**config.mk**
```make
export PLATFORM = sky130hd
export DESIGN_NAME = esp32_prog_sequencer
export DESIGN_NICKNAME = d
export VERILOG_FILES = /design/src/rtl/esp32_prog_sequencer.sv
export SDC_FILE = /design/constraint.sdc
export NUM_CORES = 1
export LEC_CHECK = 0
export CORE_MARGIN = 2
export CORE_UTILIZATION = 60
export CTS_BUF_LIST = sky130_fd_sc_hd__clkbuf_8
export DETAILED_ROUTE_END_ITERATION = 12
export GPL_TIMING_DRIVEN = 0
export HOLD_SLACK_MARGIN = 0.1
export PLACE_DENSITY = 0.8
export SLEW_MARGIN = 20
export SYNTH_ARGS = -nofsm -noshare
export SYNTH_HDL_FRONTEND = slang
export SYNTH_SLANG_ARGS = --single-unit
```
**constraint.sdc**
```tcl
create_clock -name clk_25mhz -period 3.68 [get_ports clk_25mhz]
set_clock_uncertainty 0.15 [all_clocks]
set_input_delay 0.736 -clock clk_25mhz [delete_from_list [all_inputs] [get_ports clk_25mhz]]
set_output_delay 0.736 -clock clk_25mhz [all_outputs]
set_load 0.1 [all_outputs]
```
**src/rtl/esp32_prog_sequencer.sv**
```systemverilog
// ESP32 reset / bootloader-entry sequencer driving the nDTR/nRTS pair into the
// existing DTR/RTS -> EN/GPIO0 decoder; transparent to the host lines when idle.
module esp32_prog_sequencer #(
    parameter int C_reset_cycles = 2500000,
    parameter int C_boot_cycles  = 1250000,
    parameter int C_gap_cycles   = 250000
) (
    input  logic clk_25mhz,
    input  logic reset,
    input  logic req_boot,
    input  logic req_run,
    input  logic host_ndtr,
    input  logic host_nrts,
    output logic ndtr,
    output logic nrts,
    output logic busy,
    output logic done
);
    localparam int C_max_ab = (C_reset_cycles > C_boot_cycles) ? C_reset_cycles : C_boot_cycles;
    localparam int C_max    = (C_max_ab > C_gap_cycles) ? C_max_ab : C_gap_cycles;
    localparam int C_cnt_w  = (C_max > 1) ? $clog2(C_max) : 1;

    localparam logic [C_cnt_w-1:0] C_rst_load  = C_cnt_w'(C_reset_cycles - 1);
    localparam logic [C_cnt_w-1:0] C_boot_load = C_cnt_w'(C_boot_cycles - 1);
    localparam logic [C_cnt_w-1:0] C_gap_load  = C_cnt_w'(C_gap_cycles - 1);

    localparam logic [1:0] S_IDLE = 2'd0;
    localparam logic [1:0] S_RST  = 2'd1;
    localparam logic [1:0] S_BOOT = 2'd2;
    localparam logic [1:0] S_GAP  = 2'd3;

    logic [1:0]         r_state;
    logic [C_cnt_w-1:0] r_cnt;
    logic               r_mode_boot;
    logic               r_ndtr;
    logic               r_nrts;
    logic               r_busy;
    logic               r_done;
    logic               w_expired;

    assign w_expired = (r_cnt == '0);

    // Both output bits live in one register pair updated on the same edge,
    // so the decoder never sees an intermediate 11/00 between phases.
    always_ff @(posedge clk_25mhz or posedge reset) begin
        if (reset) begin
            r_state     <= S_IDLE;
            r_cnt       <= '0;
            r_mode_boot <= 1'b0;
            r_ndtr      <= 1'b1;
            r_nrts      <= 1'b1;
            r_busy      <= 1'b0;
            r_done      <= 1'b0;
        end else begin
            r_done <= 1'b0;
            case (r_state)
                S_IDLE: begin
                    if (req_boot || req_run) begin
                        r_state     <= S_RST;
                        r_cnt       <= C_rst_load;
                        r_mode_boot <= req_boot;
                        r_ndtr      <= 1'b1;
                        r_nrts      <= 1'b0;
                        r_busy      <= 1'b1;
                    end else begin
                        r_ndtr <= host_ndtr;
                        r_nrts <= host_nrts;
                    end
                end
                S_RST: begin
                    if (!w_expired) begin
                        r_cnt <= r_cnt - C_cnt_w'(1);
                    end else if (r_mode_boot) begin
                        r_state <= S_BOOT;
                        r_cnt   <= C_boot_load;
                        r_ndtr  <= 1'b0;
                        r_nrts  <= 1'b1;
                    end else begin
                        r_state <= S_GAP;
                        r_cnt   <= C_gap_load;
                        r_ndtr  <= 1'b1;
                        r_nrts  <= 1'b1;
                    end
                end
                S_BOOT: begin
                    if (!w_expired) begin
                        r_cnt <= r_cnt - C_cnt_w'(1);
                    end else begin
                        r_state <= S_GAP;
                        r_cnt   <= C_gap_load;
                        r_ndtr  <= 1'b1;
                        r_nrts  <= 1'b1;
                    end
                end
                S_GAP: begin
                    if (!w_expired) begin
                        r_cnt <= r_cnt - C_cnt_w'(1);
                    end else begin
                        r_state <= S_IDLE;
                        r_busy  <= 1'b0;
                        r_done  <= 1'b1;
                        r_ndtr  <= host_ndtr;
                        r_nrts  <= host_nrts;
                    end
                end
                default: begin
                    r_state <= S_IDLE;
                    r_busy  <= 1'b0;
                end
            endcase
        end
    end

    assign ndtr = r_ndtr;
    assign nrts = r_nrts;
    assign busy = r_busy;
    assign done = r_done;

endmodule

```
==> results by group <==
STA
  • Final Critical Period: 2830 ps
  • Fin. Hold Viols: 0
  • Setup-failing EPs final: 0
  • Tcrit/Tclk final: 76.8%
  • Post-route worst hold slack: 352 ps
  • Worst slew margin: ~36%
  • Final WS setup: 852 ps
  • Max-slew violation count: 0
  • Actual slew at the worst max-slew pin: 961 ps
  • RSZ-0062 raised after global routing: no
  • Fmax: roughly 350 MHz
  • Fin Setup TNS: 0 ps

Power
  • Leak Pwr: 0.919 nW
  • Power consumption: 2.16 mW
  • VDD IR-drop max: ~0.74 mV
  • Pwr Density: ~960 mW/mm^2

Synthesis
  • #FFs+latches synth: 29
  • Synthesized Nets: around 250
  • Synth area leader: dfrtp_1
  • Primary FF master, synth: dfrtp_1
  • Avg Cell Area, Syn: 8.62 sq um
  • Synth top area cells: dfrtp_1 34%, a21oi_1 6.0%, ha_1 4.4%, nand2_1 3.9%, nor2_1 3.4%
  • Synth cell types: 50
  • Ys async rst share: 100%
  • Synth Instances: 233
  • Post-synth top area share: 33.6%
  • EDFF count, synth: 0
  • Register area share after synthesis: 36.2%
  • Count of warnings emitted by yosys: 0
  • Synth Cell Area: 0.00201 sq mm

Floorplanning
  • Die Y: between 60 and 70 um
  • Die area: ~0.0038 sq mm
  • Die X: roughly 62 um
  • Starting Density: 61.2%
  • # IOs: 10
  • Rows: 21
  • Core Region: 0.00328 sq mm

Finish
  • Final Net Count: 262
  • Area grow syn2layout: 12.4%
  • Post-layout instance area: 0.00226 sq mm
  • Most frequent cells in the layout: 27 x dfrtp_1, 24 x a21oi_1, 21 x nand2_1
  • Layout cell share with drive strength beyond 1: 13.6%
  • Most common cell after layout, fill and taps aside: dfrtp_1
  • Final std cells w/o fill: 296
  • Post-layout util: 68.8%
  • Antenna Diode Count: 0

Critical path
  • Crit Path Max Fanout: 2
  • Crit path max-delay family: buffers and inverters
  • Setup CP Type: flip-flop to primary output
  • CP endpoint kind: primary output
  • Worst Path Required: 2790 ps
  • Worst path arrival time: 1940 ps
  • Critical path, cell by cell: clkdlybuf4s50_1
  • CP max-delay cell: clkdlybuf4s50_1
  • Buffers and inverters on the worst path: 1
  • Crit path largest cell delay: 1120 ps
  • Element type at the critical path start: flip-flop

Global route
  • Vias in the first global route: 1609
  • Met2 Resource Use GR: 40.3%
  • M1 GR Usage: between 40% and 50%
  • Initial antenna violation count: 0
  • Total gr overflow: 0
  • Layer with the highest usage: met1
  • First-pass GRT wire length: 7.98 mm
  • Met3 track demand over resource: 6.63%
  • Largest net degree at the start of global routing: 30
  • Total track usage: 28.8%

Clock tree
  • Clock sinks: 29
  • Hold buffer count at cts: 0
  • Clock Latency Late Sink: 280 ps
  • CTS Buf Count: 5
  • CTS max path bufs: 2
  • Worst-path clk slew: 70 ps
  • CTS resizes: 0
  • H-tree levels: 2
  • CTS tree: built
  • Setup repair bufs after CTS: 0
  • Clk root buf: clkbuf_8

Route
  • DR WL/cell: 16.4 um
  • Routed via count: 1880
  • DR iter-0 viols: around 150
  • Total Wirelength: ~4.9 mm
  • TritonRoute pass-1 iters: 4
  • Post-DRT Antenna Nets: 0
  • DR DRC count: 0
  • DR vias/cell: 6.35

Hold path
  • Hold Path Class: flip-flop to flip-flop

Placed design
  • Pre-CTS worst setup slack: ~340 ps
  • Total placed cells including tap cells: 288
  • Placed Area: approximately 0.0022 sq mm
  • Detailed Place HPWL: between 3 and 4 mm
  • I/O Buffers: 9
  • Final GP Congestion: 0.881

Outcome
  • Status: finished clean

Job
  • Total of max-cap violations: 0
-- registers in the layout, indices dropped and copies added, names as in the netlist --
register	cells
nrts	1
r_cnt	22
busy	1
r_state	2
ndtr	1
r_mode_boot	1
done	1
-- per-layer routing --
layer / vias to the layer above / wire (um)
met5: - / 0
met4: 0 / 67
met3: 8 / 336
met2: 71 / 2270
met1: 889 / 2190
li1: 912 / -
-- report_power, final --
| group | internal, mW | switching (mW) | total, mW |
|---|---|---|---|
| Sequential | 0.449 | 0.126 | 0.575 |
| Combinational | 0.530 | 0.793 | 1.32 |
| Clock | 0.130 | 0.131 | 0.261 |
| Total | 1.11 | 1.05 | 2.16 |
-- worst paths after layout --
kind                               start   endpoint  slack [ps]  cells past startpoint
worst max-delay path                ndtr       ndtr         850                      1
worst min-delay path                ndtr       ndtr         350                      2
worst max register to register  r_cnt[0]  r_cnt[16]         860                      9
worst min register to register      ndtr       ndtr         350                      2
max in group asynchronous          reset  r_cnt[12]        2300                      2
min in group asynchronous          reset  r_cnt[16]         690                      2
-- cell families after synthesis --
group                      count (synthesis)  synth area share [%]
and+or+nand+nor                           82                  22.4
buffers and inverters                     28                  6.60
AOI/OAI and AO/OA                         84                  28.8
adders and majority gates                  7                  4.36
DFF                                       29                  36.2
muxes                                      3                  1.62
-- layout make-up --
class	count	area (sq um)
multi-input combinational	176	1160
fill	287	1030
sequential	29	728
timing repair buffer	9	90.1
buffer	15	83.8
clock buffer	5	68.8
tap	46	57.6
inverter	13	48.8
clock inverter	3	17.5
-- Yosys cell counts, types with 3 or more instances --
master and number:
nor4_1 4, or2_2 3, a31oi_1 9, or4_1 4, o21ai_1 3, dfrtp_1 27, clkbuf_1 8, o31a_1 3
a2bb2oi_1 6, inv_1 13, o22a_1 4, ha_1 7, a21oi_1 24, or3_1 5, nand2_1 21, nand3_1 3
buf_6 3, o22ai_1 4, o21ai_0 11, nor2_1 18, nor3_1 10, buf_2 4, a22o_1 3
No activity file was read; power rests on OpenSTA's default activity.
